[src/rtl/cpu_core_ctrl_axil_master.sv]
// AXI4-Lite initiator for the CPU core controller slave port.
// One single-beat read or write at a time behind a command/response handshake.
module cpu_core_ctrl_axil_master #(
  parameter int unsigned C_M_AXI_ADDR_WIDTH = 16,
  parameter int unsigned C_M_AXI_DATA_WIDTH = 32
) (
  input  logic                            m_axi_aclk,
  input  logic                            m_axi_areset,
  // Host command/response interface
  input  logic                            cmd_valid,
  output logic                            cmd_ready,
  input  logic                            cmd_write,
  input  logic [C_M_AXI_ADDR_WIDTH-1:0]   cmd_addr,
  input  logic [C_M_AXI_DATA_WIDTH-1:0]   cmd_wdata,
  input  logic [C_M_AXI_DATA_WIDTH/8-1:0] cmd_wstrb,
  output logic                            rsp_valid,
  input  logic                            rsp_ready,
  output logic                            rsp_write,
  output logic [C_M_AXI_DATA_WIDTH-1:0]   rsp_rdata,
  output logic [1:0]                      rsp_resp,
  // AXI4-Lite master
  output logic [C_M_AXI_ADDR_WIDTH-1:0]   m_axi_awaddr,
  output logic [2:0]                      m_axi_awprot,
  output logic                            m_axi_awvalid,
  input  logic                            m_axi_awready,
  output logic [C_M_AXI_DATA_WIDTH-1:0]   m_axi_wdata,
  output logic [C_M_AXI_DATA_WIDTH/8-1:0] m_axi_wstrb,
  output logic                            m_axi_wvalid,
  input  logic                            m_axi_wready,
  input  logic [1:0]                      m_axi_bresp,
  input  logic                            m_axi_bvalid,
  output logic                            m_axi_bready,
  output logic [C_M_AXI_ADDR_WIDTH-1:0]   m_axi_araddr,
  output logic [2:0]                      m_axi_arprot,
  output logic                            m_axi_arvalid,
  input  logic                            m_axi_arready,
  input  logic [C_M_AXI_DATA_WIDTH-1:0]   m_axi_rdata,
  input  logic [1:0]                      m_axi_rresp,
  input  logic                            m_axi_rvalid,
  output logic                            m_axi_rready
);

  localparam int unsigned AW = C_M_AXI_ADDR_WIDTH;
  localparam int unsigned DW = C_M_AXI_DATA_WIDTH;
  localparam int unsigned SW = C_M_AXI_DATA_WIDTH / 8;
  localparam logic [AW-1:0] AddrMask = {{(AW - 2){1'b1}}, 2'b00};

  typedef enum logic [2:0] {
    StIdle,
    StWr,
    StWrResp,
    StRdAddr,
    StRdData,
    StRsp
  } state_e;

  state_e        state_q, state_d;
  logic [AW-1:0] addr_q, addr_d;
  logic [DW-1:0] wdata_q, wdata_d;
  logic [SW-1:0] wstrb_q, wstrb_d;
  logic          write_q, write_d;
  logic          awvalid_q, awvalid_d;
  logic          wvalid_q, wvalid_d;
  logic [DW-1:0] rdata_q, rdata_d;
  logic [1:0]    resp_q, resp_d;

  always_comb begin
    state_d   = state_q;
    addr_d    = addr_q;
    wdata_d   = wdata_q;
    wstrb_d   = wstrb_q;
    write_d   = write_q;
    awvalid_d = awvalid_q;
    wvalid_d  = wvalid_q;
    rdata_d   = rdata_q;
    resp_d    = resp_q;
    cmd_ready = 1'b0;

    unique case (state_q)
      StIdle: begin
        // Held low during the reset cycle itself.
        cmd_ready = ~m_axi_areset;
        if (cmd_valid) begin
          addr_d  = cmd_addr & AddrMask;
          wdata_d = cmd_wdata;
          wstrb_d = cmd_wstrb;
          write_d = cmd_write;
          if (cmd_write) begin
            state_d   = StWr;
            awvalid_d = 1'b1;
            wvalid_d  = 1'b1;
          end else begin
            state_d = StRdAddr;
          end
        end
      end
      StWr: begin
        // AW and W retire independently; leave once neither is outstanding.
        awvalid_d = awvalid_q & ~m_axi_awready;
        wvalid_d  = wvalid_q & ~m_axi_wready;
        if (!awvalid_d && !wvalid_d) begin
          state_d = StWrResp;
        end
      end
      StWrResp: begin
        if (m_axi_bvalid) begin
          resp_d  = m_axi_bresp;
          rdata_d = '0;
          state_d = StRsp;
        end
      end
      StRdAddr: begin
        if (m_axi_arready) begin
          state_d = StRdData;
        end
      end
      StRdData: begin
        if (m_axi_rvalid) begin
          rdata_d = m_axi_rdata;
          resp_d  = m_axi_rresp;
          state_d = StRsp;
        end
      end
      StRsp: begin
        if (rsp_ready) begin
          state_d = StIdle;
        end
      end
      default: state_d = StIdle;
    endcase
  end

  always_ff @(posedge m_axi_aclk) begin
    if (m_axi_areset) begin
      state_q   <= StIdle;
      addr_q    <= '0;
      wdata_q   <= '0;
      wstrb_q   <= '0;
      write_q   <= 1'b0;
      awvalid_q <= 1'b0;
      wvalid_q  <= 1'b0;
      rdata_q   <= '0;
      resp_q    <= '0;
    end else begin
      state_q   <= state_d;
      addr_q    <= addr_d;
      wdata_q   <= wdata_d;
      wstrb_q   <= wstrb_d;
      write_q   <= write_d;
      awvalid_q <= awvalid_d;
      wvalid_q  <= wvalid_d;
      rdata_q   <= rdata_d;
      resp_q    <= resp_d;
    end
  end

  assign m_axi_awaddr  = addr_q;
  assign m_axi_awprot  = 3'b000;
  assign m_axi_awvalid = awvalid_q;
  assign m_axi_wdata   = wdata_q;
  assign m_axi_wstrb   = wstrb_q;
  assign m_axi_wvalid  = wvalid_q;
  assign m_axi_bready  = (state_q == StWrResp);
  assign m_axi_araddr  = addr_q;
  assign m_axi_arprot  = 3'b000;
  assign m_axi_arvalid = (state_q == StRdAddr);
  assign m_axi_rready  = (state_q == StRdData);

  assign rsp_valid = (state_q == StRsp);
  assign rsp_write = write_q;
  assign rsp_rdata = rdata_q;
  assign rsp_resp  = resp_q;

endmodule

[config.mk]
export PLATFORM = sky130hd
export DESIGN_NAME = cpu_core_ctrl_axil_master
export DESIGN_NICKNAME = d
export VERILOG_FILES = /design/src/rtl/cpu_core_ctrl_axil_master.sv
export SDC_FILE = /design/constraint.sdc
export NUM_CORES = 1
export LEC_CHECK = 0
export BUFFER_PORTS_ARGS = -buffer_cell sky130_fd_sc_hd__buf_2
export CAP_MARGIN = 30
export CORE_MARGIN = 3
export CORE_UTILIZATION = 39
export DETAILED_ROUTE_END_ITERATION = 8
export GPL_TIMING_DRIVEN = 0
export PLACE_DENSITY = 0.77
export SKIP_LAST_GASP = 1
export SLEW_MARGIN = 0
export SYNTH_ARGS = -nofsm -noshare
export SYNTH_HDL_FRONTEND = slang
export SYNTH_SLANG_ARGS = --single-unit
export TNS_END_PERCENT = 10
[constraint.sdc]
create_clock -name m_axi_aclk -period 1.4 [get_ports m_axi_aclk]
set_clock_uncertainty 0.2 [all_clocks]
set_input_delay 0.14 -clock m_axi_aclk [delete_from_list [all_inputs] [get_ports m_axi_aclk]]
set_output_delay 0.14 -clock m_axi_aclk [all_outputs]
set_load 0.01 [all_outputs]
### After elaboration in Yosys (flattened, before gate mapping)

Cells that the tools add are included.

* input bits: 98
* flip-flop bits (word level): 90

* bitwise logic cells: 5
* reduce and logical (&&, ||, !) cells: 10
* muxes and demuxes: 19
* equality and inequality tests: 12

Operators by type and width (number)
* two-way mux 32 bit: 2
* one-hot mux 32 bit (2 select lines): 1
* two-way mux 3 bit: 6
* one-hot mux 3 bit (6 select lines): 1
* inequality test 2 bit, second input constant: 5
* == test 3 x 2 -> 1 bit, second input constant: 2
* == test 3 bit, second input constant: 2
* two-way mux 2 bit: 3
* AND reduction 3 bit: 2
* AND reduction 6 bit: 1
* inequality test 2 x 1 -> 1 bit, second input constant: 2
* one-hot mux 1 bit (2 select lines): 2
* one-hot mux 2 bit (2 select lines): 1
* nonzero test 2 bit: 2
* == test 3 x 1 -> 1 bit, second input constant: 1
* zero test 3 bit: 1
* two-way mux 1 bit: 3
* NOT 1 bit: 3
* AND 1 bit: 2
* zero test 1 bit: 2
* AND reduction 2 bit: 1
* logical AND 1 bit: 1

### Longest topological paths before layout

Gate-level depths: netlist of run 1.

* word-level depth: 6
* depth in mapped cells: 7
* depth with buffers taken out: 4

### Least setup slack after synthesis of run 1

No wires, ideal clock.

* path type: register to register
* start: register state_q[0]
* end: register state_q[0]
* data arrival time: 1.181 ns
* slack: -0.104 ns
* period minus slack after synthesis: 1.504 ns
* cell stages (with the launch flop): 5
* setup time: 0.123 ns
* path buffers: 1
* cell sequence: dfxtp_1 -> buf_2 -> a31oi_1 -> o21ai_0 -> mux2_1

* word-level cells in the longest chain between the ends: 3
* elaborated cells between the ends (all ways): 14

Ends and longest elaborated chain
* from (decl): line 57 `state_e state_q, state_d;`
* from (signal assigned): line 135 `state_q <= StIdle;`
* from (signal assigned): line 145 `state_q <= state_d;`
* == test 3 x 1 -> 1 bit (tied with other cells): line 79 `unique case (state_q)`
* inequality test 2 bit (no source line) / inequality test 2 x 1 -> 1 bit (equally long branches)
* AND reduction 6 bit (no source line)

Several ways; a longest one is shown, not always the timed one.
A chain may end at the register's enable or synchronous reset.

### Worst setup path in the final report of run 1

* start: register state_q[1]
* end: register rdata_q[8], in the netlist rsp_rdata[8]

* word-level cells in the longest chain between the ends: 3
* elaborated cells between the ends (all ways): 7

Ends and longest elaborated chain
* == test 3 bit / == test 3 x 2 -> 1 bit (equally long branches): line 79
* inequality test 2 bit (no source line) / nonzero test 2 bit (equally long branches)
* AND reduction 3 bit (no source line)
* to (signal assigned): line 152 `rdata_q <= rdata_d;`
* to (decl): line 64 `logic [DW-1:0] rdata_q, rdata_d;`

Several ways; a longest one is shown, not always the timed one.

==> impl_results.md, run 1 <==
* Number of instances in the synthesized netlist at 421
* Layout net count at 851
* End point of the most critical hold path: state_q[2]$_SDFFE_PP0P_
* Worst hold margin at 60.8 ps
* Drc violations at 0
* Final sum of negative setup slack at -19310 ps
* Antenna Violating Nets Remaining at 0
* Setup CP Type: register to register
* Starting DRC count in detailed routing at 135
* WHS Path Cells at 4
* Post-synth top area share at 0.509
* Total routed wirelength at 12700 um
* Via density per instance at 4.82
* Status: finished, violations left
* Number of failing setup endpoints in the final timing report at 95
* Worst rel slew slack at 0.617
* RePlAce Congestion at 0.777
* TritonCTS Sinks at 90
* Total power per unit cell area at 1400 nW/um2
* Critical path data required time at 1430 ps
* Worst Tran Pin Value at 575 ps
* Violations in the final reports: negative setup slack
* Max-slew violation count at 0
* Worst min-delay path class: input pin to register
* Clock Pin Slew Worst Setup and Hold Paths at 90 ps
* Initial core utilization at 0.404
* CTS H-tree lvls at 3
* Yosys warns at 0
* FF-to-FF Start: state_q[1]$_SDFFE_PP0P_
* Number of antenna violations at the first check in global routing at 0
* Proportion of layout cells with a drive suffix above 1 at 0.435
* Wire length of the first global-routing pass at 19700 um
* Core area at 8760 um2
* Yosys top cell by area: dfxtp_1
* Number of placement rows at 34
* Largest net degree at the start of global routing at 15
* Mapped Area at 3540 um2
* DIE WIDTH at 101 um
* Total vias in the final route at 4170
* Max-cap check violation count at 0
* Crit. Startpoint: state_q[1]$_SDFFE_PP0P_
* Seq cells post-synth at 90
* Routed length per instance at 14.7 um
* Total design power at 8720 uW
* Share of synthesized area occupied by flip-flops and latches at 0.509
* Arrival time worst endpoint at 1730 ps
* Port buffer count at 201
* Endpoint class of the critical path: register
* Reg2reg setup slack at -300 ps
* Area overhead of the layout relative to synthesis at 76.5%
* Top library cells by usage in the layout, fill and taps aside: buf_2, nand2_1, dlygate4sd3_1
* Number of global-route vias before repair at 4183
* Total routing usage reported by global routing at 0.238
* Number of clock buffers inserted by TritonCTS at 9
* Peak VDD IR at 0.737 mV
* Average footprint of a synthesized cell at 8.41 um2
* Origin of the worst min-delay path: rsp_ready
* Netlist cell types at 32
* Placed wire-length estimate at 7930 um
* I/O pins at 214
* Maximum fanout count along the critical path at 6
* Overall overflow remaining after global route at 0
* Final clock period utilization by the worst path at 1.21
* Hold Violations, Final at 0
* RSZ-0062 raised after global routing: true
* Placed inst area at 4890 um2
* Post-layout instance area at 6250 um2
* Source-to-sink clock delay at the later pin of the worst-skew pair at 340 ps
* Cell depth of the worst flop-to-flop path at 6
* Critical register-to-register path endpoint: rsp_rdata[8]$_SDFFE_PP0P_
* Leading cell type in the layout, fill and taps excluded: buf_2
* Longest Clk Path Bufs at 2
* Pre-CTS worst setup slack at -419 ps
* Largest cells by area after synthesis: dfxtp_1, nand2_1, a21oi_1, a22oi_1, buf_4
* Max Clock Freq at 588 MHz
* DIE HEIGHT at 101 um
* Clock Root Buffer: clkbuf_8
* Worst-case setup margin in the final layout at -301 ps
* TritonCTS clock tree: yes
* Number of iterations in the first detailed-routing pass at 4
* Antenna diode count at 0
* Die footprint at 10300 um2
* Period minus WS final at 1700 ps
* Critical path launch point type: register
* Lkg Pwr at 0.00298 uW
## cell type report
type / count / area, um2
buffer: 54 / 425
inverter: 3 / 11.3
fill: 650 / 2510
clock buffer: 13 / 159
clock inverter: 3 / 23.8
tap: 108 / 135
sequential: 90 / 1810
multi-input combinational: 281 / 1590
timing repair buffer: 314 / 2090
## power breakdown
part / switching, uW / internal (uW) / leakage (uW) / total (uW)
combinational: 1920 / 1860 / 0.00215 / 3780
sequential: 302 / 2990 / 0.000735 / 3290
clock: 900 / 749 / 0.0000859 / 1650
total: 3120 / 5600 / 0.00298 / 8720
## per-stage QoR
step	utilization	cells
final	0.713	866
after CTS	0.707	864
after global routing	0.713	866
after floorplan	-	430
after detailed placement	0.558	739
after global placement	0.558	739
## critical path, cell delays in order (launching register included)
cell,delay [ps]
dfxtp_4,370
buf_4,150
nand3b_1,210
a21o_4,290
clkbuf_16,170
a22oi_2,130
nor2_1,60
## sequential cells by signal, indices dropped and copies added (netlist names)
register / flops
m_axi_wvalid: 1
m_axi_awvalid: 1
state_q: 3
rsp_resp: 2
m_axi_wdata: 32
rsp_write: 1
rsp_rdata: 32
m_axi_wstrb: 4
m_axi_araddr: 14
## cell families (layout without fill, tap and decap cells)
family / after synthesis / after routing / synth area share
compound gates: 98 / 98 / 0.169
buf+inv: 59 / 387 / 0.112
flops: 90 / 90 / 0.509
mux: 2 / 2 / 0.00601
other cells: 1 / 10 / 0.00106
simple gates: 171 / 171 / 0.203
## how the worst max path moves through the flow
stage	slack [ps]	endpoint	cells after the start
2_1_floorplan	-70	rsp_rdata[10]$_SDFFE_PP0P_	6
3_3_place_gp	-360	m_axi_wdata[10]$_SDFFE_PP0P_	6
3_5_place_dp	-420	m_axi_araddr[11]$_SDFFE_PP0P_	6
4_1_cts	-270	cmd_ready	3
5_1_grt	-370	rsp_rdata[8]$_SDFFE_PP0P_	6
6_report	-300	rsp_rdata[8]$_SDFFE_PP0P_	6
## metal layers
metal,up-vias,share of wire,GRT usage
li1,2033,-,-
met1,1929,0.39,0.264
met2,174,0.51,0.443
met3,34,0.069,0.0517
met4,0,0.028,0.0838
met5,-,0,0
## Yosys cell counts
cell and instances:
a311oi_1 3, buf_2 12, and3_1 1, nand2_1 110, nand2b_1 4, buf_4 25
o21ai_1 1, mux2_1 1, nor4_1 1, nor2_2 1, o21ai_0 2, nor2_1 38
and2_1 1, inv_1 3, nand3b_1 3, conb_1 1, clkbuf_1 10, dfxtp_1 90
a22oi_1 32, a21o_1 1, nand3_1 2, o22a_1 1, nor3_1 2, buf_6 9
o311ai_1 1, a31oi_1 1, nor4b_4 1, nor3b_1 2, a2111oi_0 1, nor2b_1 5
mux2i_1 1, a21oi_1 55
## timing repair
item	CTS	global route
pin swaps	8	2
cloned	5	1
hold buffers	90	0
gates resized for setup	27	6
setup endpoints to repair	94	95
setup buffers	16	1
hold endpoints to repair	89	0
No activity file was read; power rests on OpenSTA's default activity.
==> run 2: changes to the inputs <==
--- a/config.mk
+++ b/config.mk
@@ -11,4 +11,5 @@
 export CORE_UTILIZATION = 39
 export DETAILED_ROUTE_END_ITERATION = 8
+export GPL_ROUTABILITY_DRIVEN = 0
 export GPL_TIMING_DRIVEN = 0
 export PLACE_DENSITY = 0.77
==> constraint.sdc (replaced) <==
create_clock -name m_axi_aclk -period 1.4 [get_ports m_axi_aclk]
set_clock_uncertainty 0.2 [all_clocks]
set_input_delay 0.42 -clock m_axi_aclk [delete_from_list [all_inputs] [get_ports m_axi_aclk]]
set_output_delay 0.42 -clock m_axi_aclk [all_outputs]
set_load 0.01 [all_outputs]
==> run 2 against run 1 <==
Effect of this change: the run still ends with negative setup slack left; design area fell by 7.4%; die area is the same; fmax fell by 9.9%; global-route usage decreased by 4.2 points; combinational power increased by 18%; total power rose by 8.5%; register-to-register slack worse by 80 ps; critical path type is now register to output port; largest cell class unchanged.
==> impl_results.md, run 2 (synthesized netlist as in run 1, its figures left out) <==
* Total vias in the final route at 3736 (-10%)
* Chain of cells forming the critical path: buf_6, nor4_4, buf_2
* Maximum fanout count along the critical path at 7 (+1)
* Source-to-sink clock delay at the later pin of the worst-skew pair at 340 ps (about the same)
* Overall overflow remaining after global route at 0 (unchanged)
* Total power per unit cell area at 1640 nW/um2 (+17%)
* Final clock period utilization by the worst path at 1.35 (+0.133)
* Initial core utilization at 0.404 (unchanged)
* Clock Pin Slew Worst Setup and Hold Paths at 90 ps (about the same)
* Number of placement rows at 34 (unchanged)
* Area overhead of the layout relative to synthesis at 63.4%
* Critical register-to-register path endpoint: m_axi_wdata[20]$_SDFFE_PP0P_
* Die footprint at 10300 um2 (unchanged)
* Worst-case setup margin in the final layout at -488 ps (-187 ps)
* Setup CP Type: register to output port
* Clock Root Buffer: clkbuf_8
* Worst-path cell with the longest stage delay: dfxtp_4
* Worst min-delay path class: input pin to register
* Proportion of layout cells with a drive suffix above 1 at 0.555 (+0.119)
* Number of failing setup endpoints in the final timing report at 196 (+110%)
* Layout net count at 764 (-10%)
* Antenna Violating Nets Remaining at 0 (unchanged)
* Total routed wirelength at 10900 um (-14%)
* Endpoint class of the critical path: output port
* Via density per instance at 4.81 (-0.15%)
* TritonCTS Sinks at 90 (unchanged)
* Max-slew violation count at 0 (unchanged)
* Starting DRC count in detailed routing at 81 (-40%)
* Hold Violations, Final at 0 (unchanged)
* Critical path buffers and inverters at 2 (unchanged)
* Lkg Pwr at 0.00279 uW (-6.4%)
* Number of antenna violations at the first check in global routing at 0 (unchanged)
* DIE WIDTH at 101 um (unchanged)
* Violations in the final reports: negative setup slack
* Cell depth of the worst flop-to-flop path at 7 (+1)
* Period minus WS final at 1890 ps (+187 ps)
* I/O pins at 214 (unchanged)
* Leading cell type in the layout, fill and taps excluded: buf_2
* Drc violations at 0 (unchanged)
* FF-to-FF Start: state_q[1]$_SDFFE_PP0P_
* Reg2reg setup slack at -380 ps (-80 ps)
* Port buffer count at 201 (unchanged)
* Arrival time worst endpoint at 1270 ps (-460 ps)
* Non-filler instance count after layout at 777 (-10%)
* Worst hold margin at 107 ps (+46.3 ps)
* Wire length of the first global-routing pass at 16000 um (-19%)
* Slowest cell delay on critical path at 380 ps (about the same)
* Number of hold-repair buffers added at the cts stage at 0 (-100%)
* Total routing usage reported by global routing at 0.195 (-0.0422)
* Critical path data required time at 780 ps (-650 ps)
* Max-cap check violation count at 0 (unchanged)
* Worst rel slew slack at 0.613 (-0.00427)
* Worst Tran Pin Value at 581 ps (+6.41 ps)
* CTS H-tree lvls at 3 (unchanged)
* DIE HEIGHT at 101 um (unchanged)
* Largest net degree at the start of global routing at 15 (unchanged)
* Number of iterations in the first detailed-routing pass at 4 (unchanged)
* Longest Clk Path Bufs at 2 (unchanged)
* Number of clock buffers inserted by TritonCTS at 9 (unchanged)
* Number of global-route vias before repair at 3459 (-17%)
* End point of the most critical hold path: m_axi_wstrb[0]$_SDFFE_PP0P_
* Placed wire-length estimate at 7800 um (-1.7%)
* Top library cells by usage in the layout, fill and taps aside: buf_2, nand2_1, dfxtp_1
* TritonCTS clock tree: yes
* Cell class contributing the biggest share of worst-path delay: flip-flops
* Core area at 8760 um2 (unchanged)
* RSZ-0062 raised after global routing: true
* Peak VDD IR at 0.875 mV (+19%)
* Origin of the worst min-delay path: cmd_wstrb[0]
* Critical path launch point type: register
* WHS Path Cells at 3 (-1)
* Antenna diode count at 0 (unchanged)
* Status: finished, violations left
* Cell count after placement at 739 (unchanged)
* Max Clock Freq at 530 MHz (-9.9%)
* Routed length per instance at 14.0 um (-4.2%)
run 2: cell count changes in the layout (fill, tap and decap cells not counted), sizes merged:
cell,change
bufinv,+1
dlygate4sd3,-90
buf,+3
clkbuf,-3
run 2: cell type report:
class                   instances  area (um2)
fillers                       724        2980
flip-flops and latches         90        1810
multi-input cells             281        1790
repair buffers                227        1370
plain buffers                  54         469
clock buffers                  10         138
well taps                     108         135
clock inverters                 4        53.8
inverters                       3        11.3
run 2: worst max-delay path by stage:
| stage | cells after the start | endpoint | slack [ps] | start |
|---|---|---|---|---|
| 2_1_floorplan | 6 | rsp_rdata[21]$_SDFFE_PP0P_ | -80 | state_q[2]$_SDFFE_PP0P_ |
| 5_1_grt | 3 | cmd_ready | -550 | state_q[1]$_SDFFE_PP0P_ |
| 6_report | 3 | cmd_ready | -490 | state_q[0]$_SDFFE_PP0P_ |
| 4_1_cts | 3 | cmd_ready | -500 | state_q[1]$_SDFFE_PP0P_ |
| 3_5_place_dp | 4 | m_axi_araddr[11]$_SDFFE_PP0P_ | -500 | m_axi_areset |
| 3_3_place_gp | 4 | rsp_rdata[31]$_SDFFE_PP0P_ | -410 | m_axi_areset |
run 2: layer usage:
metal / up-vias / wire (um) / share of wire / GRT usage
met5: - / 0 / 0 / 0
met4: 0 / 259 / 0.024 / 0.0828
met3: 23 / 862 / 0.079 / 0.0448
met2: 149 / 5660 / 0.52 / 0.360
met1: 1694 / 4130 / 0.38 / 0.214
li1: 1870 / - / - / -
run 2: stage by stage:
stage                     total power, uW  worst slack, ps  setup TNS [ps]   util  cell area [um2]
final                                9460             -488          -32480  0.660             5780
after floorplan                      5320            -77.0           -5310      -             3770
after global placement               6260             -409          -33320  0.561             4920
after detailed placement             6360             -496          -39740  0.561             4920
after global routing                10000             -550          -43440  0.660             5780
after CTS                            9230             -503          -37640  0.638             5590
run 2: repair_timing:
item / CTS / global route
setup endpoints to repair: 196 / 196
resized for setup: 50 / 54
pin swaps: 14 / 24
gates cloned: 6 / 0
buffers inserted: 13 / 7
run 2: worst register-to-register path: stages (launching register included):
cell and delay, ps:
dfxtp_4 390, buf_6 130, nor4b_4 340, buf_12 190, buf_4 150, buf_16 110, nand2_1 50, a21oi_1 130
run 2: where the power goes:
| part | internal, uW | total, uW | leakage (uW) | switching [uW] |
|---|---|---|---|---|
| registers | 2990 | 3300 | 0.000736 | 305 |
| clock network | 857 | 1700 | 0.0000904 | 845 |
| logic | 2340 | 4460 | 0.00196 | 2120 |
==> run 3: changes to the inputs <==
BUFFER_PORTS_ARGS = -buffer_cell sky130_fd_sc_hd__buf_4   (was -buffer_cell sky130_fd_sc_hd__buf_2)
SETUP_SLACK_MARGIN = 0.4   (was unset)
==> run 3 against run 2 <==
Effect of this change: the run still ends with negative setup slack left; worst hold slack worse by 1.6 ps; final cell count grew 0.26%; via count decreased by 0.27%; global-route usage rose by 1.3 points; die area stayed put; sequential share of layout area shrank 2.0 points; sequential power fell by 1%; total power grew 0.29%; critical endpoint unchanged; first-iteration DRC count fell by 1.2%.
==> impl_results.md, run 3 (synthesized netlist as in run 1, its figures left out) <==
* Register cell area after layout at 1810 um2 (-0.28%)
* Final sum of negative setup slack at -45190 ps (-12700 ps)
* DIE HEIGHT at 101 um (unchanged)
* Longest Clk Path Bufs at 2 (unchanged)
* Max-slew violation count at 0 (unchanged)
* Leading cell type in the layout, fill and taps excluded: buf_4
* Proportion of layout cells with a drive suffix above 1 at 0.547 (-0.00761)
* Final clock period utilization by the worst path at 1.37 (+0.0265)
* Worst-path cell with the longest stage delay: dfxtp_2
* Placed wire-length estimate at 8180 um (+4.9%)
* Non-filler instance count after layout at 779 (+0.26%)
* Arrival time worst endpoint at 1300 ps (+30 ps)
* Total vias in the final route at 3726 (-0.27%)
* Number of global-route vias before repair at 3662 (+5.9%)
* Number of clock buffers inserted by TritonCTS at 9 (unchanged)
* Routed length per instance at 14.5 um (+3.5%)
* Sw Share at 0.348 (+0.00228)
* RSZ-0062 raised after global routing: true
* Reg2reg setup slack at -460 ps (-80 ps)
* CTS H-tree lvls at 3 (unchanged)
* Worst Tran Pin Value at 622 ps (+40.3 ps)
* Pre-CTS worst setup slack at -426 ps (+69.5 ps)
* I/O pins at 214 (unchanged)
* Clock Root Buffer: clkbuf_8
* DIE WIDTH at 101 um (unchanged)
* Number of inserted filler cells in the final layout at 696 (-3.9%)
* Via density per instance at 4.78 (-0.52%)
* Lkg Pwr at 0.00281 uW (+0.79%)
* TritonCTS clock tree: yes
* Overall overflow remaining after global route at 0 (unchanged)
* Violations in the final reports: negative setup slack
* Number of hold-repair buffers added at the cts stage at 0 (unchanged)
* Post-layout instance area at 6170 um2 (+6.7%)
* Top library cells by usage in the layout, fill and taps aside: buf_4, nand2_1, dfxtp_1
* Die footprint at 10300 um2 (unchanged)
* Layout net count at 765 (+0.13%)
* Placed inst area at 5420 um2 (+10%)
* Number of placement rows at 34 (unchanged)
* Period minus WS final at 1920 ps (+37.1 ps)
* Cell depth of the worst flop-to-flop path at 8 (+1)
* Initial core utilization at 0.404 (unchanged)
* Hold Violations, Final at 0 (unchanged)
* WHS Path Cells at 3 (unchanged)
* Drc violations at 0 (unchanged)
* Multi-input combinational cell area at 1730 um2 (-3.1%)
* TritonCTS Sinks at 90 (unchanged)
* Final cell utilization of the core at 0.704 (+0.0441)
* Critical register-to-register path endpoint: rsp_rdata[12]$_SDFFE_PP0P_
* Port buffer count at 201 (unchanged)
* Total routed wirelength at 11300 um (+3.8%)
* Antenna diode count at 0 (unchanged)
* Max Clock Freq at 520 MHz (-1.9%)
* Area overhead of the layout relative to synthesis at 74.3%
* FF-to-FF Start: state_q[2]$_SDFFE_PP0P_
* Number of antenna violations at the first check in global routing at 0 (unchanged)
* Largest net degree at the start of global routing at 16 (+1)
* Critical path data required time at 780 ps (about the same)
* Endpoint class of the critical path: output port
* Cell class contributing the biggest share of worst-path delay: buffers and inverters
* Worst rel slew slack at 0.586 (-0.0269)
* Origin of the worst min-delay path: m_axi_rdata[29]
* Setup CP Type: register to output port
* Max-cap check violation count at 0 (unchanged)
* Starting DRC count in detailed routing at 80 (-1.2%)
* Internal power at 6190 uW (about the same)
* Chain of cells forming the critical path: buf_6, buf_8, nor4_4, buf_4
* Slowest cell delay on critical path at 320 ps (-60 ps)
* Wire length of the first global-routing pass at 17200 um (+7.4%)
* End point of the most critical hold path: rsp_rdata[29]$_SDFFE_PP0P_
* Proportion of power drawn by flip-flops and latches at 0.343 (-0.005)
* Critical path launch point type: register
* Maximum fanout count along the critical path at 6 (-1)
* Core area at 8760 um2 (unchanged)
* Worst-case setup margin in the final layout at -525 ps (-37.1 ps)
* Number of failing setup endpoints in the final timing report at 196 (unchanged)
* Antenna Violating Nets Remaining at 0 (unchanged)
* Clock network fraction of total power at 0.164 (-0.016)
* Peak VDD IR at 0.890 mV (+1.6%)
* Part of the power in combinational logic at 0.493 (+0.021)
* Net Switching at 3300 uW (+0.95%)
* Total power per unit cell area at 1540 nW/um2 (-6.0%)
* Critical path buffers and inverters at 3 (+1)
* Cell count after placement at 739 (unchanged)
* Clock Pin Slew Worst Setup and Hold Paths at 100 ps (about the same)
* Number of iterations in the first detailed-routing pass at 4 (unchanged)
* Source-to-sink clock delay at the later pin of the worst-skew pair at 340 ps (about the same)
* Total routing usage reported by global routing at 0.209 (+0.0133)
* Status: finished, violations left
* Worst min-delay path class: input pin to register
-- run 3: power groups by stage --
stage	combinational (uW)	sequential (uW)	clock, uW
final	4680	3260	1560
after global routing	5050	3310	1730
after CTS	4370	3250	1600
after detailed placement	3420	3300	0
after global placement	3350	3280	0
after floorplan	1880	3440	0
-- run 3: worst max path at each step --
stage / startpoint / end / slack [ps] / cells past startpoint
finish: state_q[2]$_SDFFE_PP0P_ / cmd_ready / -520 / 4
floorplan: state_q[2]$_SDFFE_PP0P_ / rsp_rdata[21]$_SDFFE_PP0P_ / -80 / 6
global route: state_q[2]$_SDFFE_PP0P_ / cmd_ready / -590 / 4
CTS: state_q[2]$_SDFFE_PP0P_ / cmd_ready / -540 / 4
global placement: cmd_valid / m_axi_wvalid$_SDFFE_PP0P_ / -390 / 4
detailed placement: m_axi_areset / m_axi_wdata[7]$_SDFFE_PP0P_ / -430 / 4
-- run 3: layout make-up --
class                   instances  share of cell area
flip-flops and latches         90               0.293
repair buffers                226               0.301
multi-input cells             281               0.281
well taps                     108              0.0219
clock buffers                   9              0.0201
plain buffers                  56              0.0744
inverters                       3             0.00183
clock inverters                 6             0.00710
-- run 3: routing by layer --
metal | vias to the layer above | share of wire | track usage
li1 | 1861 | - | -
met1 | 1694 | 0.38 | 0.239
met2 | 143 | 0.51 | 0.367
met3 | 28 | 0.074 | 0.0585
met4 | 0 | 0.030 | 0.0828
met5 | - | 0 | 0
-- run 3: through the flow --
stage | hold slack (ps) | total power (uW)
after floorplan | 266 | 5320
after global placement | 244 | 6630
after detailed placement | 248 | 6720
after CTS | 98.6 | 9230
after global routing | 91.6 | 10100
final | 105 | 9490
-- run 3: timing repair --
action | in CTS | in global routing
gates resized for setup | 35 | 40
setup buffers | 9 | 10
gates cloned | 6 | 0
pin swaps | 23 | 16
endpoints found under the setup margin | 196 | 196
-- run 3: worst min-delay path: stages --
cell     delay [ps]
buf_4            80
a22oi_2          50
nor2_1           70
